$ cat src/rtl/traffic_pkg.sv
// Shared definitions for the traffic-light front end: FSM state encoding,
// default timing constants and a small sizing helper.
package traffic_pkg;

   typedef enum logic [1:0] {
      IDLE    = 2'b00,
      QUALIFY = 2'b01,
      PRESENT = 2'b10,
      RELEASE = 2'b11
   } sensor_state_e;

   localparam int unsigned DEFAULT_DEBOUNCE_CYCLES = 4;
   localparam int unsigned DEFAULT_HOLD_CYCLES     = 3;
   localparam int unsigned DEFAULT_COUNT_W         = 8;
   localparam int unsigned DEFAULT_STUCK_CYCLES    = 1000;

   function automatic int unsigned max3(input int unsigned a, input int unsigned b,
                                        input int unsigned c);
      int unsigned m;
      m = (a > b) ? a : b;
      return (m > c) ? m : c;
   endfunction

endpackage

$ cat src/rtl/sync_2ff.sv
// Generic two-flop synchronizer for asynchronous level inputs; both stages
// clear to 0 on synchronous reset.
module sync_2ff #(
   parameter int unsigned WIDTH = 1
) (
   input  logic             clk,
   input  logic             rst,
   input  logic [WIDTH-1:0] d,
   output logic [WIDTH-1:0] q
);

   logic [WIDTH-1:0] meta;

   always_ff @(posedge clk) begin
      if (rst) begin
         meta <= '0;
         q    <= '0;
      end else begin
         meta <= d;
         q    <= meta;
      end
   end

endmodule

$ cat src/rtl/vehicle_sensor_conditioner.sv
// Debounces a raw loop-detector level into a held presence level, an arrival
// pulse and a saturating arrival count. Optional stuck-detector fault is built
// only when VEHICLE_SENSOR_STUCK_DETECT_EN is defined.
module vehicle_sensor_conditioner
   import traffic_pkg::*;
#(
   parameter int unsigned DEBOUNCE_CYCLES = DEFAULT_DEBOUNCE_CYCLES,
   parameter int unsigned HOLD_CYCLES     = DEFAULT_HOLD_CYCLES,
   parameter int unsigned COUNT_W         = DEFAULT_COUNT_W,
   parameter int unsigned STUCK_CYCLES    = DEFAULT_STUCK_CYCLES
) (
   input  logic               clk,
   input  logic               rst,
   input  logic               raw_in,
   input  logic               count_clr,
   output logic               sensor,
   output logic               detect_pulse,
   output logic [COUNT_W-1:0] vehicle_count,
   output logic               fault
);

   localparam int unsigned CNT_W = $clog2(max3(DEBOUNCE_CYCLES, HOLD_CYCLES, STUCK_CYCLES)) + 1;

   localparam logic [CNT_W-1:0]   DEB_LAST  = CNT_W'(DEBOUNCE_CYCLES - 1);
   localparam logic [CNT_W-1:0]   HOLD_LAST = CNT_W'(HOLD_CYCLES - 1);
   localparam logic [CNT_W-1:0]   CNT_ONE   = CNT_W'(1);
   localparam logic [COUNT_W-1:0] COUNT_MAX = '1;
   localparam logic [COUNT_W-1:0] COUNT_ONE = COUNT_W'(1);

   sensor_state_e    state;
   logic [CNT_W-1:0] cnt;
   logic             sync;
   logic             fault_next;
   logic             count_inc;
   logic             occupied;

   sync_2ff #(
      .WIDTH(1)
   ) u_sync (
      .clk(clk),
      .rst(rst),
      .d  (raw_in),
      .q  (sync)
   );

   // PRESENT and RELEASE share state bit 1, which is the presence level.
   assign occupied  = state[1];
   assign sensor    = occupied & ~fault;
   assign count_inc = detect_pulse & ~fault;

`ifdef VEHICLE_SENSOR_STUCK_DETECT_EN
   localparam logic [CNT_W-1:0] STUCK_LAST = CNT_W'(STUCK_CYCLES - 1);
   localparam logic [CNT_W-1:0] STUCK_MAX  = CNT_W'(STUCK_CYCLES);

   logic [CNT_W-1:0] stuck_cnt;
   logic             fault_reg;
   logic             fault_set;

   assign fault_set  = occupied && (stuck_cnt == STUCK_LAST);
   assign fault_next = fault_reg | fault_set;
   assign fault      = fault_reg;

   always_ff @(posedge clk) begin
      if (rst) begin
         stuck_cnt <= '0;
         fault_reg <= 1'b0;
      end else begin
         fault_reg <= fault_next;
         if (occupied) begin
            if (stuck_cnt != STUCK_MAX) begin
               stuck_cnt <= stuck_cnt + CNT_ONE;
            end
         end else if (state == IDLE) begin
            stuck_cnt <= '0;
         end
      end
   end
`else
   assign fault_next = 1'b0;
   assign fault      = 1'b0;
`endif

   always_ff @(posedge clk) begin
      if (rst) begin
         state         <= IDLE;
         cnt           <= '0;
         detect_pulse  <= 1'b0;
         vehicle_count <= '0;
      end else begin
         detect_pulse <= 1'b0;
         unique case (state)
            IDLE: begin
               if (sync) begin
                  state <= QUALIFY;
                  cnt   <= CNT_ONE;
               end
            end
            QUALIFY: begin
               if (!sync) begin
                  state <= IDLE;
                  cnt   <= '0;
               end else if (cnt == DEB_LAST) begin
                  state        <= PRESENT;
                  cnt          <= '0;
                  detect_pulse <= ~fault_next;
               end else begin
                  cnt <= cnt + CNT_ONE;
               end
            end
            PRESENT: begin
               if (!sync) begin
                  state <= RELEASE;
                  cnt   <= CNT_ONE;
               end
            end
            RELEASE: begin
               // A returning vehicle resumes presence silently.
               if (sync) begin
                  state <= PRESENT;
                  cnt   <= '0;
               end else if (cnt == HOLD_LAST) begin
                  state <= IDLE;
                  cnt   <= '0;
               end else begin
                  cnt <= cnt + CNT_ONE;
               end
            end
            default: begin
               state <= IDLE;
               cnt   <= '0;
            end
         endcase

         if (count_clr) begin
            vehicle_count <= count_inc ? COUNT_ONE : '0;
         end else if (count_inc && (vehicle_count != COUNT_MAX)) begin
            vehicle_count <= vehicle_count + COUNT_ONE;
         end
      end
   end

endmodule

$ cat config.mk
export PLATFORM = sky130hd
export DESIGN_NAME = vehicle_sensor_conditioner
export DESIGN_NICKNAME = d
export VERILOG_FILES = /design/src/rtl/traffic_pkg.sv /design/src/rtl/sync_2ff.sv /design/src/rtl/vehicle_sensor_conditioner.sv
export SDC_FILE = /design/constraint.sdc
export NUM_CORES = 1
export LEC_CHECK = 0
export ABC_AREA = 1
export CAP_MARGIN = 10
export CORE_MARGIN = 10
export CORE_UTILIZATION = 55
export DETAILED_ROUTE_END_ITERATION = 8
export PLACE_DENSITY = 0.77
export SYNTH_ARGS = -nofsm -noshare
export SYNTH_HDL_FRONTEND = slang
export SYNTH_SLANG_ARGS = --single-unit
$ cat constraint.sdc
create_clock -name clk -period 2.03 [get_ports clk]
set_clock_uncertainty 0.15 [all_clocks]
set_input_delay 0.203 -clock clk [delete_from_list [all_inputs] [get_ports clk]]
set_output_delay 0.203 -clock clk [all_outputs]
set_load 0.02 [all_outputs]
After elaboration in Yosys (flattened, before gate mapping)
Cells that the tools add are included.
- bits in registers: 24
- bits in latches: 0
- bits in writable memories: 0
- memory bits (read-only): 0
- bits of input ports: 4
- word-level logic and storage cells: 44
- memories kept: 0
- $add $sub $neg: 2
- $mul: 0
- divide/modulo/power cells: 0
- $lt $le $gt $ge: 0
- equality and inequality tests: 10
- shift-type cells: 0
- mux-type cells: 18
- bitwise operators: 2
- reduce and logical (&&, ||, !) cells: 6
- operators with widths (cell ; number):
    two-way mux 11 bit ; 6
    one-hot mux 11 bit (4 select lines) ; 1
    equality test 11 x 2 -> 1 bit, second input constant ; 2
    two-way mux 8 bit ; 2
    two-way mux 2 bit ; 6
    adder 11 x 1 -> 11 bit, second input constant ; 1
    adder 8 x 1 -> 8 bit, second input constant ; 1
    != test 8 bit, second input constant ; 1
    one-hot mux 2 bit (4 select lines) ; 1
    equality test 2 bit, second input constant ; 2
    AND reduction 4 bit ; 1
    != test 3 x 2 -> 1 bit, second input constant ; 1
    != test 3 bit, second input constant ; 1
    OR reduction 3 bit ; 1
    equality test 2 x 1 -> 1 bit, second input constant ; 1
    logical NOT 2 bit ; 1
    two-way mux 1 bit ; 2
    != test 2 x 1 -> 1 bit, second input constant ; 1
    != test 2 bit, second input constant ; 1
    inverter 1 bit ; 2
    AND reduction 2 bit ; 1
    nonzero test 2 bit ; 1
    logical AND 1 bit ; 1

Depth between registers and ports, before layout
Gate-level depths: netlist of run 1.
- depth after elaboration: 4
- mapped depth: 11
- gate-level depth less buffers: 11

By module
Synthesis of run 1 repeated with hierarchy kept, for this count alone.
- cells, all modules: 196
- area, all modules: 1320.0 sq um
- modules (own cells, without submodules) (module ; instances ; cells each ; area an instance (sq um) ; seq. area each (sq um)):
    vehicle_sensor_conditioner ; 1 ; 190 ; 1265.0 ; 440.4
    sync_2ff ; 1 ; 6 ; 55.1 ; 40.0

Least setup slack after synthesis of run 1
Ideal clock, no wire load.
- path type: register -> register
- from: reg vehicle_count[0]
- to: reg vehicle_count[3]
- setup time: 0.114 ns
- arrival time: 1.327 ns
- setup slack: 0.438 ns
- cell stages (with the launch flop): 10
- clock period less this slack: 1.592 ns
- path through: dfxtp_1 > ha_1 > inv_1 > nor2_1 > nand2_1 > nand2_2 > nand2_1 > nand2_1 > xor2_1 > nor2_1
- word-level cells in the longest chain between the ends: 3
- elaborated cells on any way between the ends: 6
- those cells by class: 1 x add/sub; 1 x eq/ne; 2 x mux; 2 x reduce/logical
- RTL lines (what ; RTL line ; RTL):
    start: declaration ; vehicle_sensor_conditioner.sv:18 ; output logic [COUNT_W-1:0] vehicle_count,
    start signal: assignment ; vehicle_sensor_conditioner.sv:135 ; vehicle_count <= count_inc ? COUNT_ONE : '0;
    start signal: assignment ; vehicle_sensor_conditioner.sv:137 ; vehicle_count <= vehicle_count + COUNT_ONE;
    adder 8 x 1 -> 8 bit or != test 8 bit (tied branches) ; vehicle_sensor_conditioner.sv:137, vehicle_sensor_conditioner.sv:136 ;
    two-way mux 8 bit or logical AND 1 bit (tied branches) ; vehicle_sensor_conditioner.sv:136 ; end else if (count_inc && (vehicle_count != COUNT_MAX)) begin
    two-way mux 8 bit or nonzero test 2 bit (tied branches) ; -- ;
Several ways; a longest one is shown, not always the timed one. The select of a mux whose other input is x is not followed.
A chain may end at the register's enable or synchronous reset.

==> impl_metrics.json, run 1 <==
{
  "first_iter_violations": 74,
  "yosys_most_used_dff": "dfxtp_1",
  "period_needed_ns": 1.78,
  "wirelength_mm": 2.92,
  "grt.met2_usage_pct": 21.8,
  "grtUsageMet1_pct": 12.8,
  "finalNetCount": 235,
  "utilization_pct": 64.6,
  "path_max_fanout": 5,
  "status": "finished clean",
  "total_power_uw": 958,
  "ys_seq_area_share_pct": 35.1,
  "grt_max_degree": 15,
  "cts_buffers": 3,
  "fillCellCount": 238,
  "final.period_utilization_pct": 87.6,
  "setup_viol": 0,
  "grt_antenna_before_repair": 0,
  "ir_worst_vdd_mv": 0.580,
  "synth.avg_cell_area_sq_um": 6.43,
  "finalHoldViolations": 0,
  "start_util_pct": 56.3,
  "die_h_um": 69.9,
  "hold_buffers": 0,
  "syn-num-nets": 220,
  "worst-slew-pin-transition_ns": 0.555,
  "cp_top_family": "buffers and inverters",
  "gp_congestion": 0.906,
  "cts.sinks": 24,
  "cts-root-buf": "clkbuf_4",
  "yosys_warnings": 0,
  "max_cap_viol_count": 0,
  "diodes": 0,
  "post-cts-setup-buffers": 0,
  "gr-total-overflow": 0,
  "drcViolationCount": 0,
  "dp_hpwl_mm": 2.26,
  "layout_common_cells": "nand2_1, inv_1, dfxtp_1",
  "cp-start-kind": "flop",
  "cts_buffer_depth": 2,
  "grt_pass1_wl_mm": 5.11,
  "synth_cells": 213,
  "synth-async-reset-ratio_pct": 0,
  "top_usage_layer": "met2",
  "die_area_sq_um": 4890,
  "worstPathCellList": "clkdlybuf4s50_1",
  "core_area_sq_um": 2430,
  "routedWlPerCell_um": 11.4,
  "io_buffers": 13,
  "dr.pass1.iters": 4,
  "hp-class": "input port to flop",
  "grt_use_met3_pct": 3.95,
  "crit_path_top_delay_cell": "clkdlybuf4s50_1",
  "fin_setup_tns_ns": 0,
  "viasPerCell": 4.99,
  "cpPeakStageDelay_ns": 0.65,
  "post_cts_resized": 0,
  "max_freq_ghz": 0.563,
  "clk_latency_ns": 0.33,
  "placementRows": 18,
  "synth.distinct_cells": 32,
  "syn_to_final_growth_pct": 14.6,
  "track_usage_pct": 12.3,
  "timing.hold.ws_ns": 0.243,
  "powerDensity_nw_per_um2": 610,
  "power_leakage_nw": 0.658,
  "path_buf_inv": 1,
  "crit_path_end_kind": "primary output",
  "pin_count": 15,
  "fin_cells": 257,
  "syn-cell-area_sq_um": 1370,
  "htree_levels": 1,
  "placedCellCount": 253,
  "critPathKind": "flop to primary output",
  "ant_nets": 0,
  "crit_arrival_ns": 1.42,
  "vias": 1283,
  "grt_pass1_vias": 1205,
  "cts_tree": "yes",
  "rsz0062_at_grt": "no",
  "die_w_um": 69.9,
  "final_common_cell": "nand2_1",
  "yosys_register_bits": 24,
  "worst_ep_required_time_ns": 1.68,
  "layout-drive-gt1-share_pct": 8.37,
  "timing.final.max_slew_violations": 0,
  "max_slew_margin_pct": 63.0,
  "synth-edff-count": 0,
  "path_clk_slew_ns": 0.14
}
-- worst reg2reg max path, delay by kind of cell (launching register included) --
kind / cells / cell delay [ns]
and+or+nand+nor: 6 / 0.55
DFF: 1 / 0.40
adders and majority gates: 1 / 0.20
xor gates and xnor gates: 1 / 0.15
buffers and inverters: 1 / 0.05
-- synthesized netlist by cell type (2+ instances only) --
cell      number  area, sq um
inv_1         33          124
o21ai_0        5         25.0
o21a_1         2         15.0
clkinv_1       2         7.51
nor2_2         4         25.0
inv_2          2         7.51
nand2_2        3         18.8
nand2_1       64          240
nand3_1        8         40.0
o21ai_1        3         15.0
a21oi_2        2         17.5
nand4_1        7         43.8
nor2_1        22         82.6
xor2_1         2         17.5
dfxtp_1       24          480
ha_1           3         37.5
nor3_1         2         10.0
a21oi_1       11         55.1
-- cells by family after synthesis --
| family | Yosys count | synth area share (%) |
|---|---|---|
| XOR/XNOR | 3 | 1.92 |
| buffers and inverters | 41 | 12.1 |
| AO/OA/AOI/OAI | 26 | 10.9 |
| AND/OR/NAND/NOR | 115 | 37.0 |
| flip-flops | 24 | 35.1 |
| other | 1 | 0.274 |
| adder cells (fa/ha/maj) | 3 | 2.74 |
-- sequential cells by signal (all words and copies together) (netlist names), named ones only --
register       cells
detect_pulse       1
state              1
vehicle_count      8
u_sync.meta        1
u_sync.q           1
cnt               11
-- through the flow --
step | setup slack (ns) | cell area [sq um]
final | 0.253 | 1570
after floorplan | 0.438 | 1370
after CTS | 0.230 | 1570
after detailed placement | 0.414 | 1520
after global routing | 0.182 | 1570
after global placement | 0.455 | 1520
-- path summary, 6_finish.rpt --
kind / start / to / slack, ns / cells after the start
max reg2reg: vehicle_count[0] / vehicle_count[3] / 0.44 / 9
min reg2reg: u_sync.meta / u_sync.q / 0.28 / 2
max: flop / sensor / 0.25 / 1
min: raw_in / u_sync.meta / 0.24 / 3
-- power breakdown --
part           total (mW)  switching [mW]  leakage (nW)  internal [mW]
clock               0.353           0.153        0.0279          0.200
combinational       0.110          0.0732         0.436         0.0372
sequential          0.495          0.0120         0.194          0.483
total               0.958           0.238         0.658          0.720
-- metal layers --
layer | share of wire, % | up-vias
met3 | 3.9 | 5
met4 | 1.1 | 0
met1 | 43 | 568
met5 | 0 | -
met2 | 52 | 25
li1 | - | 685
-- cell type report --
class	count	area (sq um)	area share, %
clock buffer	3	22.5	1.43
clock inverter	1	30.0	1.91
inverter	37	139	8.84
multi-input combinational	148	723	46.1
sequential	24	480	30.6
tap	30	37.5	2.39
timing repair buffer	14	138	8.76
Power figures use the tool's default switching activity.
==> run 2, diff against run 1 <==
--- a/config.mk
+++ b/config.mk
@@ -13,2 +13,3 @@
 export PLACE_DENSITY = 0.77
+export SETUP_SLACK_MARGIN = 0.3
 export SYNTH_ARGS = -nofsm -noshare
--- a/constraint.sdc
+++ b/constraint.sdc
@@ -4,2 +4,2 @@
 set_output_delay 0.203 -clock clk [all_outputs]
-set_load 0.02 [all_outputs]
+set_load 0.1 [all_outputs]
==> impl_metrics.json, run 2 (same netlist as run 1, synthesis figures left out) <==
{
  "grt_antenna_before_repair": 0,
  "sequentialPowerShare_pct": 50.5,
  "first_iter_violations": 57,
  "core_area_sq_um": 2430,
  "die_h_um": 69.9,
  "die_area_sq_um": 4890,
  "cts_buffer_depth": 2,
  "crit_path_end_kind": "flop",
  "grt_max_degree": 15,
  "worstPathCellList": "ha_1 > inv_1 > nor2_1 > nand2_1 > nand2_2 > nand2_2 > nand2_1 > xor2_1 > nor2_1",
  "layout-drive-gt1-share_pct": 18.1,
  "max_freq_ghz": 0.626,
  "grtUsageMet1_pct": 15.2,
  "viasPerCell": 5.01,
  "timing.hold.ws_ns": 0.237,
  "gp_congestion": 0.794,
  "final_common_cell": "nand2_1",
  "finalHoldViolations": 0,
  "diodes": 0,
  "reg_top3": "cnt x11, vehicle_count x8",
  "track_usage_pct": 12.3,
  "pin_count": 15,
  "grt_pass1_wl_mm": 5.26,
  "cts_tree": "yes",
  "hold_buffers": 0,
  "hp-class": "input port to flop",
  "switchingPower_uw": 256,
  "cts-root-buf": "clkbuf_4",
  "top_usage_layer": "met2",
  "placementRows": 18,
  "status": "finished clean",
  "crit_arrival_ns": 1.67,
  "grt_pass1_vias": 1205,
  "power_frac_comb_pct": 13.9,
  "critPathKind": "flop to flop",
  "wirelength_mm": 2.85,
  "ant_nets": 0,
  "regMostFlops": "cnt",
  "timing.final.max_slew_violations": 0,
  "worst_ep_required_time_ns": 2.11,
  "gr-total-overflow": 0,
  "max_cap_viol_count": 0,
  "largest_reg_flops": 11,
  "powerDensity_nw_per_um2": 619,
  "layout_common_cells": "nand2_1, inv_1, nor2_1",
  "period_needed_ns": 1.60,
  "path_buf_inv": 1,
  "pwr-share-clk_pct": 35.6,
  "drcViolationCount": 0,
  "grt.met2_usage_pct": 20.4,
  "cpPeakStageDelay_ns": 0.39,
  "r2r_setup_slack_ns": 0.43,
  "vias": 1287,
  "crit_path_top_delay_cell": "dfxtp_4",
  "start_util_pct": 56.3,
  "routedWlPerCell_um": 11.1,
  "path_max_fanout": 8,
  "dp_hpwl_mm": 2.19,
  "io_buffers": 13,
  "setup_viol": 0,
  "dr.pass1.iters": 4,
  "finalNetCount": 235,
  "fin_setup_tns_ns": 0,
  "die_w_um": 69.9,
  "cp_top_family": "simple AND/OR/NAND/NOR gates",
  "ir_worst_vdd_mv": 0.622,
  "power_leakage_nw": 0.687,
  "path_clk_slew_ns": 0.13,
  "power.internal_uw": 719,
  "htree_levels": 1,
  "clk_latency_ns": 0.32,
  "cts.sinks": 24,
  "rsz0062_at_grt": "no",
  "final.period_utilization_pct": 78.7,
  "switching_share_pct": 26.3,
  "grt_use_met3_pct": 4.10,
  "syn_to_final_growth_pct": 14.9,
  "cp-start-kind": "flop",
  "cts_buffers": 3
}
## run 2: cell count changes in the layout (fill, tap and decap cells not counted), sizes merged
cell	delta
buf	+10
clkdlybuf4s50	-10
## run 2: layer usage
layer	share of wire, %	routed length (um)
met1	46	1300
met2	47	1350
met3	6.4	182
met4	0.53	15
met5	0	0
## run 2: through the flow
stage | setup WS, ns | util (%) | total power [mW] | cell area, sq um | instances
4_1_cts | 0.396 | 64.2 | 0.986 | 1560 | 257
3_5_place_dp | 0.357 | 62.1 | 0.634 | 1510 | 253
6_report | 0.433 | 64.7 | 0.975 | 1570 | 257
3_3_place_gp | 0.385 | 62.1 | 0.630 | 1510 | 253
2_1_floorplan | 0.342 | - | 0.605 | 1390 | 213
5_1_grt | 0.310 | 64.7 | 1.03 | 1570 | 257
## run 2: cell type report
| class | instances | area, sq um |
|---|---|---|
| fillers | 221 | 858 |
| clock inverters | 1 | 30.0 |
| flip-flops and latches | 24 | 499 |
| multi-input cells | 148 | 733 |
| inverters | 37 | 139 |
| well taps | 30 | 37.5 |
| repair buffers | 14 | 113 |
| clock buffers | 3 | 22.5 |
## run 2: worst min-delay path, cell delays in order
cell and delay (ns):
clkdlybuf4s50_1 0.40, inv_1 0.05, nor2_1 0.03
## run 2: worst paths after layout
path / start / end / depth (start not counted)
min: raw_in / u_sync.meta / 3
min reg2reg: u_sync.meta / u_sync.q / 2
max reg2reg: vehicle_count[0] / vehicle_count[3] / 9
max: vehicle_count[0] / vehicle_count[3] / 9
## run 2: power groups by stage
stage               registers (mW)  clock network (mW)  logic (mW)
floorplan                    0.520                   0      0.0857
global placement             0.501                   0       0.129
detailed placement           0.502                   0       0.132
CTS                          0.492               0.360       0.134
global route                 0.494               0.377       0.154
finish                       0.492               0.347       0.136
## run 2: timing repair
item / in CTS / in global routing
gates resized for setup: 0 / 3
setup endpoints to repair: 0 / 8
setup buffers: 0 / 0
